===== config.mk =====
export PLATFORM = sky130hd
export DESIGN_NAME = dht11_responder
export DESIGN_NICKNAME = d
export VERILOG_FILES = /design/src/rtl/dht11_pkg.sv /design/src/rtl/dht11_line_sync.sv /design/src/rtl/dht11_responder.sv
export SDC_FILE = /design/constraint.sdc
export NUM_CORES = 1
export LEC_CHECK = 0
export CELL_PAD_IN_SITES_DETAIL_PLACEMENT = 0
export CELL_PAD_IN_SITES_GLOBAL_PLACEMENT = 2
export CORE_MARGIN = 2
export CORE_UTILIZATION = 40
export CTS_CLUSTER_SIZE = 25
export DETAILED_ROUTE_END_ITERATION = 7
export PLACE_DENSITY_LB_ADDON = 0.1
export SLEW_MARGIN = 20
export SYNTH_ARGS = -nofsm -noshare
export SYNTH_HDL_FRONTEND = slang
export SYNTH_SLANG_ARGS = --single-unit
export TNS_END_PERCENT = 10

===== constraint.sdc =====
create_clock -name clk -period 4.3 [get_ports clk]
set_input_delay 0.43 -clock clk [delete_from_list [all_inputs] [get_ports clk]]
set_output_delay 0.43 -clock clk [all_outputs]
set_load 0.1 [all_outputs]

===== src/rtl/dht11_pkg.sv =====
// Shared DHT11 protocol definitions: timing defaults, state encoding and the frame checksum.
package dht11_pkg;

  localparam int unsigned START_MIN_US_DEF = 18000;
  localparam int unsigned WAIT_US_DEF      = 30;
  localparam int unsigned RESP_LOW_US_DEF  = 80;
  localparam int unsigned RESP_HIGH_US_DEF = 80;
  localparam int unsigned BIT_LOW_US_DEF   = 50;
  localparam int unsigned BIT0_HIGH_US_DEF = 26;
  localparam int unsigned BIT1_HIGH_US_DEF = 70;
  localparam int unsigned END_LOW_US_DEF   = 50;

  localparam int CNT_W      = 15;
  localparam int BIT_IDX_W  = 6;
  localparam int FRAME_BITS = 40;

  typedef enum logic [2:0] {
    IDLE      = 3'd0,
    HOST_LOW  = 3'd1,
    WAIT_REL  = 3'd2,
    RESP_LOW  = 3'd3,
    RESP_HIGH = 3'd4,
    BIT_LOW   = 3'd5,
    BIT_HIGH  = 3'd6,
    END_LOW   = 3'd7
  } dht_state_e;

  function automatic logic [7:0] dht_checksum(input logic [7:0] a, input logic [7:0] b,
                                              input logic [7:0] c, input logic [7:0] d);
    return a + b + c + d;
  endfunction

endpackage


===== src/rtl/dht11_line_sync.sv =====
// Two-flop synchronizer for the open-drain DHT line with rise/fall detection on synced samples.
module dht11_line_sync (
  input  logic clk,
  input  logic reset,
  input  logic line_i,
  output logic rise_o,
  output logic fall_o
);

  logic meta_q, sync_q, prev_q;

  always_ff @(posedge clk or negedge reset) begin
    if (!reset) begin
      meta_q <= 1'b1;
      sync_q <= 1'b1;
      prev_q <= 1'b1;
    end else begin
      meta_q <= line_i;
      sync_q <= meta_q;
      prev_q <= sync_q;
    end
  end

  assign rise_o = sync_q & ~prev_q;
  assign fall_o = ~sync_q & prev_q;

endmodule


===== src/rtl/dht11_responder.sv =====
// DHT11 sensor-side responder: detects the host start pulse and transmits a 40-bit frame.
module dht11_responder
  import dht11_pkg::*;
#(
  parameter int unsigned START_MIN_US = START_MIN_US_DEF,
  parameter int unsigned WAIT_US      = WAIT_US_DEF,
  parameter int unsigned RESP_LOW_US  = RESP_LOW_US_DEF,
  parameter int unsigned RESP_HIGH_US = RESP_HIGH_US_DEF,
  parameter int unsigned BIT_LOW_US   = BIT_LOW_US_DEF,
  parameter int unsigned BIT0_HIGH_US = BIT0_HIGH_US_DEF,
  parameter int unsigned BIT1_HIGH_US = BIT1_HIGH_US_DEF,
  parameter int unsigned END_LOW_US   = END_LOW_US_DEF
) (
  input  logic       clk,
  input  logic       reset,
  input  logic       i_tick_1us,
  input  logic       i_dht_in,
  input  logic [7:0] i_humid_int,
  input  logic [7:0] i_humid_dec,
  input  logic [7:0] i_temp_int,
  input  logic [7:0] i_temp_dec,
  output logic       o_dht_oe,
  output logic       o_busy,
  output logic       o_frame_done,
  output logic       o_short_start
);

  localparam logic [CNT_W:0]         START_MIN = (CNT_W+1)'(START_MIN_US);
  localparam logic [CNT_W-1:0]       WAIT_LAST = CNT_W'(WAIT_US - 1);
  localparam logic [CNT_W-1:0]       RLOW_LAST = CNT_W'(RESP_LOW_US - 1);
  localparam logic [CNT_W-1:0]       RHI_LAST  = CNT_W'(RESP_HIGH_US - 1);
  localparam logic [CNT_W-1:0]       BLOW_LAST = CNT_W'(BIT_LOW_US - 1);
  localparam logic [CNT_W-1:0]       B0_LAST   = CNT_W'(BIT0_HIGH_US - 1);
  localparam logic [CNT_W-1:0]       B1_LAST   = CNT_W'(BIT1_HIGH_US - 1);
  localparam logic [CNT_W-1:0]       ELOW_LAST = CNT_W'(END_LOW_US - 1);
  localparam logic [BIT_IDX_W-1:0]   LAST_BIT  = BIT_IDX_W'(FRAME_BITS - 1);

  dht_state_e                state_q, state_d;
  logic [CNT_W-1:0]          cnt_q, cnt_d;
  logic [BIT_IDX_W-1:0]      bit_q, bit_d;
  logic [FRAME_BITS-1:0]     frame_q, frame_d;
  logic                      oe_q, oe_d;
  logic                      done_q, done_d;
  logic                      short_q, short_d;
  logic                      line_rise, line_fall;
  logic                      cur_bit, phase_end;
  logic [CNT_W-1:0]          phase_last;
  logic [CNT_W:0]            host_ticks;

  dht11_line_sync u_sync (
    .clk    (clk),
    .reset  (reset),
    .line_i (i_dht_in),
    .rise_o (line_rise),
    .fall_o (line_fall)
  );

  assign cur_bit = frame_q[LAST_BIT - bit_q];

  // The tick of the fall-detect cycle is spent in IDLE; the rise-cycle tick stands in for it.
  assign host_ticks = {1'b0, cnt_q} + (CNT_W+1)'(i_tick_1us);

  always_comb begin
    phase_last = '0;
    case (state_q)
      WAIT_REL:  phase_last = WAIT_LAST;
      RESP_LOW:  phase_last = RLOW_LAST;
      RESP_HIGH: phase_last = RHI_LAST;
      BIT_LOW:   phase_last = BLOW_LAST;
      BIT_HIGH:  phase_last = cur_bit ? B1_LAST : B0_LAST;
      END_LOW:   phase_last = ELOW_LAST;
      default:   phase_last = '0;
    endcase
  end

  assign phase_end = i_tick_1us && (cnt_q == phase_last);

  always_comb begin
    state_d = state_q;
    cnt_d   = cnt_q;
    bit_d   = bit_q;
    frame_d = frame_q;
    done_d  = 1'b0;
    short_d = 1'b0;
    case (state_q)
      IDLE:     if (line_fall) state_d = HOST_LOW;
      HOST_LOW: if (line_rise) begin
        if (host_ticks >= START_MIN) state_d = WAIT_REL;
        else begin
          state_d = IDLE;
          short_d = 1'b1;
        end
      end
      WAIT_REL:  if (phase_end) state_d = RESP_LOW;
      RESP_LOW:  if (phase_end) state_d = RESP_HIGH;
      RESP_HIGH: if (phase_end) state_d = BIT_LOW;
      BIT_LOW:   if (phase_end) state_d = BIT_HIGH;
      BIT_HIGH:  if (phase_end) begin
        if (bit_q == LAST_BIT) state_d = END_LOW;
        else begin
          bit_d   = bit_q + 1'b1;
          state_d = BIT_LOW;
        end
      end
      END_LOW: if (phase_end) begin
        state_d = IDLE;
        done_d  = 1'b1;
      end
      default: state_d = IDLE;
    endcase

    if (state_d != state_q) cnt_d = '0;
    else if (i_tick_1us) begin
      if (state_q == HOST_LOW) begin
        if (cnt_q != '1) cnt_d = cnt_q + 1'b1;
      end else if (state_q != IDLE) cnt_d = cnt_q + 1'b1;
    end

    // Snapshot the measurement so later input changes cannot corrupt the frame in flight.
    if (state_d == RESP_LOW && state_q != RESP_LOW) begin
      frame_d = {i_humid_int, i_humid_dec, i_temp_int, i_temp_dec,
                 dht_checksum(i_humid_int, i_humid_dec, i_temp_int, i_temp_dec)};
      bit_d   = '0;
    end

    oe_d = (state_d == RESP_LOW) || (state_d == BIT_LOW) || (state_d == END_LOW);
  end

  always_ff @(posedge clk or negedge reset) begin
    if (!reset) begin
      state_q <= IDLE;
      cnt_q   <= '0;
      bit_q   <= '0;
      frame_q <= '0;
      oe_q    <= 1'b0;
      done_q  <= 1'b0;
      short_q <= 1'b0;
    end else begin
      state_q <= state_d;
      cnt_q   <= cnt_d;
      bit_q   <= bit_d;
      frame_q <= frame_d;
      oe_q    <= oe_d;
      done_q  <= done_d;
      short_q <= short_d;
    end
  end

  assign o_dht_oe      = oe_q;
  assign o_busy        = (state_q != IDLE);
  assign o_frame_done  = done_q;
  assign o_short_start = short_q;

endmodule


# After elaboration in Yosys (flattened, before gate mapping)
# Cells that the tools add are included.
# word_totals
ff_bits	70
inputBits	36
out_inout_bits	4
wordCells	83
# op_classes
n_addsub	7
n_lt_le_gt_ge	2
n_eq_ne	17
muxes	29
n_bitwise	4
reduce_logical	14
# ops
op	count
two-way mux 15 bit	5
one-hot mux 7 bit (4 select lines)	1
adder 8 bit	3
two-way mux 3 bit	8
two-way mux 6 bit	4
one-hot mux 3 bit (8 select lines)	1
== test 3 bit (second input constant)	6
adder 15 x 1 -> 16 bit	1
>= comparator 16 x 15 -> 1 bit (second input constant)	1
adder 15 x 1 -> 15 bit (second input constant)	1
== test 15 bit	1
!= test 15 bit (second input constant)	1
== test 3 x 2 -> 1 bit (second input constant)	3
< comparator 6 x 7 -> 1 bit (second input constant)	1
two-way mux 7 bit	1
adder 6 x 1 -> 6 bit (second input constant)	1
binary-select mux 1 bit (select 6 bit)	1
== test 6 bit (second input constant)	1
two-way mux 1 bit	6
!= test 3 x 2 -> 1 bit (second input constant)	2
AND reduction 3 bit	2
nonzero test 2 bit	3
nonzero test 3 bit	2
subtractor 6 bit (first input constant)	1
other kinds (10)	16

# Logic depth before layout (Yosys ltp)
# depth
word_depth	13
mapped_depth	12
depth_no_buf	12

# Hierarchy
# A second synthesis with hierarchy kept.
# hier_totals
cells_unflattened	429
area_unflattened_um2	4470.5
# by_module_without_submodules
module	instances	cells_each	area_per_inst_um2	seq_area_each_um2
dht11_responder	1	424	4376.7	1676.6
dht11_line_sync	1	5	93.8	78.8

# Worst setup path after synthesis
# Ideal clock, no wire load.
# synth_path
kind	register -> register
from	reg bit_q[3]
to	reg frame_q[10]
setup_time_ps	125
t_arrival_ps	3099
required_time_ps	4175
slack_ps	1076
path_stages_with_launch	12
path_buffers	2
period_less_slack_ps	3224
cell_sequence	dfrtp_1 -> inv_1 -> ha_1 -> or3_1 -> or4_4 -> a2111oi_4 -> o211ai_1 -> a21oi_1 -> and2_1 -> buf_6 -> buf_6 -> mux2_4
# synth_between
elab_chain_len	11
elab_cells_between_ends	18
classes_between	1 x add/sub; 3 x eq/ne; 12 x mux; 2 x reduce/logical
# synth_lines
item	line_no	rtl
start: declaration	dht11_responder.sv:40	logic [BIT_IDX_W-1:0] bit_q, bit_d;
start signal: assignment	dht11_responder.sv:141	bit_q <= bit_d;
subtractor 6 bit	dht11_responder.sv:58	assign cur_bit = frame_q[LAST_BIT - bit_q];
binary-select mux 1 bit (select 6 bit)	dht11_responder.sv:58	
two-way mux 1 bit (implied by the code)	dht11_responder.sv:58	
two-way mux 7 bit	dht11_responder.sv:70	BIT_HIGH: phase_last = cur_bit ? B1_LAST : B0_LAST;
one-hot mux 7 bit (4 select lines)	dht11_responder.sv:65	case (state_q)
== test 15 bit	dht11_responder.sv:76	assign phase_end = i_tick_1us && (cnt_q == phase_last);
logical AND 1 bit	dht11_responder.sv:76	
two-way mux 3 bit, or another cell as far along	dht11_responder.sv:105	END_LOW: if (phase_end) begin
one-hot mux 3 bit (8 select lines) *	dht11_responder.sv:85	case (state_q)
== test 3 x 2 -> 1 bit *	dht11_responder.sv:120	if (state_d == RESP_LOW && state_q != RESP_LOW) begin
logical AND 1 bit *	dht11_responder.sv:120	
end signal: assignment	dht11_responder.sv:142	frame_q <= frame_d;
end: declaration	dht11_responder.sv:41	logic [FRAME_BITS-1:0] frame_q, frame_d;
# Mark *: on every way between the ends. The rest lies on a longest branch, timed or not. The select of a mux whose other input is x is not followed.
# A chain may end at the register's enable or synchronous reset.

# Worst setup path after layout
# layout_path
from	reg bit_q[3]
to	reg frame_q[29]
# Same word-level chain as after synthesis.

==> summary.md <==
| Metric | Value |
|---|---|
| Status | `completed` |
| CP max FO | `30` |
| Vias | `3,377` |
| Slew Viols, Final | `0` |
| Die Wd | `114 microns` |
| DP HPWL | `8610 microns` |
| R2R Setup Slk | `500 ps` |
| Max Root-Sink Buffers | `2` |
| Critical Path RT | `4520 ps` |
| Crit path DAT | `4020 ps` |
| Top routing layer used | `met4` |
| Final Critical Period | `3800 ps` |
| Max Clk Rate | `263 MHz` |
| Clk root buf | `clkbuf_16` |
| Lkg Pwr | `2.42 nW` |
| CTS clk-pin slew, worst paths | `60 ps` |
| Slew @ Worst Pin | `964 ps` |
| Antenna Nets Post-Route | `0` |
| R2r startpoint | `bit_q[3]$_DFFE_PN0P_` |
| Vias/cell | `5.53` |
| Met3 routed WL | `317 microns` |
| GRT overflow | `0` |
| Metal2 WL | `5710 microns` |
| Syn nets | `489` |
| GP Congestion | `0.804` |
| M1 WL | `5360 microns` |
| RR Endpoint | `frame_q[29]$_DFFE_PN0P_` |
| Die area | `12,900 sq um` |
| Post-layout total power | `3.18 mW` |
| Routed WL | `11,500 microns` |
| Compound-Gate Fraction of Synth Area | `0.124` |
| Clk_skew | `6.61 ps` |
| Vias in the first global route | `3,595` |
| Setup CP Type | `flip-flop to flip-flop` |
| Worst VDD drop | `188 uV` |
| Worst Hold Class | `input pin to asynchronous set/reset pin` |
| Post-synthesis simple-gate area fraction | `0.152` |
| Register area share after synthesis | `0.366` |
| Most common cell after layout, fill and taps aside | `dfrtp_1` |
| Final Util | `0.473` |
| Mux share of post-synthesis cell area | `0.176` |
| Post-Synth XOR/XNOR Area | `0.0474` |
| GRT Util Overall | `0.194` |
| CTS Sinks | `70` |
| Cell count after synthesis | `426` |
| Ys async rst share | `1.00` |
| Area growth syn-to-layout | `16.9%` |
| Detailed Route Iter0 Violations | `178` |
| Ys flop type | `dfrtp_1` |
| CTS resizes | `0` |
| Synth unique cells | `71` |
| Tcrit/Tclk final | `0.884` |
| Worst skew pair latency | `340 ps` |
| Antenna cell count | `0` |
| CTS H-tree lvls | `3` |
| Relative slew margins | `0.355` |
| Power Dens Cells | `566 nW/um^2` |
| TritonCTS clock tree | `done` |
| Largest net degree at the start of global routing | `71` |
| Post-CTS setup buffer count | `0` |
| Port Buf Inserts | `39` |
| EDFF count, synth | `0` |
| Register bit total from synthesis | `70` |
| Synth Area in Adders | `0.0922` |
| Residual DRC | `0` |
| Ys Warns | `0` |
| Setup tns final | `0 ps` |
| Hold Slack | `304 ps` |
| Initial core utilization | `0.405` |
| Startpoint types | `flip-flop` |
| Most frequent cells in the layout | `dfrtp_1 (67), clkdlybuf4s50_1 (38), nor2_1 (36)` |
| Synthesized area | `4800 sq um` |
| I/O pin count | `40` |
| Endpoint type of the worst setup path | `flip-flop` |
| Max-Cap Viols | `0` |
| Final #Nets | `522` |
| Hold Buf Count CTS | `0` |
| TritonRoute pass-1 iters | `4` |
| Inserted Clock Buffers | `9` |
| RSZ-0062 raised after global routing | `false` |
| Critical path endpoint | `frame_q[29]$_DFFE_PN0P_` |
| Setup Viol. Count Final | `0` |
| Worst setup path startpoint | `bit_q[3]$_DFFE_PN0P_` |
| Syn_area_per_cell | `11.3 sq um` |
| Core area | `11,900 sq um` |
| Largest family of logic cells by synthesized area | `multiplexers` |
| DIE HEIGHT | `114 microns` |
| R2R cell count | `11` |
| WL/cell | `18.8 microns` |
| First-pass GRT wire length | `19,400 microns` |
| Fin. Hold Viols | `0` |
| Share of cells above drive strength 1 | `0.179` |
| Num rows | `40` |
| Filler Cells Inserted | `1,097` |
| Initial antenna violation count | `0` |
-- cell type report --
type | count | area [sq um] | share of cell area
Multi-Input combinational cell | 319 | 2850 | 0.507
Inverter | 14 | 52.6 | 0.00936
Clock buffer | 10 | 239 | 0.0426
Clock inverter | 6 | 92.6 | 0.0165
Tap cell | 147 | 184 | 0.0328
Sequential cell | 70 | 1760 | 0.313
Timing Repair Buffer | 45 | 443 | 0.0789
-- critical path, stage by stage, from the launching register on --
cell and delay, ps:
dfrtp_1 440, inv_1 160, ha_1 260, xnor2_1 140, or3_1 370, or4_4 510, a2111oi_4 350, o211ai_1 200
a21oi_1 210, and2_2 400, buf_12 290, mux2_4 330
-- metrics by stage --
step	area [sq um]	instances	worst slack, ps
after floorplan	4800	426	1080
after global placement	5280	595	579
after detailed placement	5280	595	499
after CTS	5610	611	490
after global routing	5610	611	236
final	5610	611	498
-- Yosys cell counts (8+ instances only) --
| library cell | instances | area (sq um) |
|---|---|---|
| a21o_1 | 8 | 60.1 |
| xnor2_1 | 20 | 175 |
| o21ai_0 | 12 | 60.1 |
| nand2_1 | 25 | 93.8 |
| inv_1 | 14 | 52.6 |
| dfrtp_1 | 67 | 1680 |
| a21oi_1 | 16 | 80.1 |
| nor3_1 | 8 | 40.0 |
| nand4_1 | 9 | 56.3 |
| nand3_1 | 13 | 65.1 |
| clkbuf_1 | 14 | 52.6 |
| fa_1 | 14 | 280 |
| nor2_1 | 36 | 135 |
| and2_1 | 8 | 50.1 |
| ha_1 | 13 | 163 |
| mux2_4 | 35 | 526 |
-- worst min-delay path by stage --
stage,from,to,slack (ps),cells after the start
after floorplan,reset,bit_q[0]$_DFFE_PN0P_,130,0
after global placement,u_sync.meta_q$_DFF_PN1_,u_sync.sync_q$_DFF_PN1_,350,0
after detailed placement,u_sync.meta_q$_DFF_PN1_,u_sync.sync_q$_DFF_PN1_,350,0
after CTS,reset,o_frame_done$_DFF_PN0_,360,2
after global routing,u_sync.meta_q$_DFF_PN1_,u_sync.sync_q$_DFF_PN1_,360,0
final,reset,state_q[0]$_DFF_PN0_,300,2
-- report_power, final --
part           internal [mW]  switching, mW
clock                  0.527          0.305
combinational          0.631          0.591
sequential             0.889          0.234
total                   2.05           1.13
-- registers in the layout, summed over array words and instances (netlist names), 3 cells and up --
| name | count |
|---|---|
| cnt_q | 15 |
| state_q | 3 |
| bit_q | 6 |
| frame_q | 40 |
-- cell families (layout without fill, tap and decap cells) --
family          after synthesis  count (layout)
xor+xnor                     26              26
mux                          54              54
buf+inv                      37              75
compound gates               74              74
fa+ha+maj                    27              27
flops                        70              70
simple gates                138             138
-- layer usage --
metal / up-vias / track usage
met5: - / 0
li1: 1612 / -
met1: 1696 / 0.258
met3: 10 / 0.0414
met4: 0 / 0.0439
met2: 59 / 0.327
No activity file was read; power rests on OpenSTA's default activity.
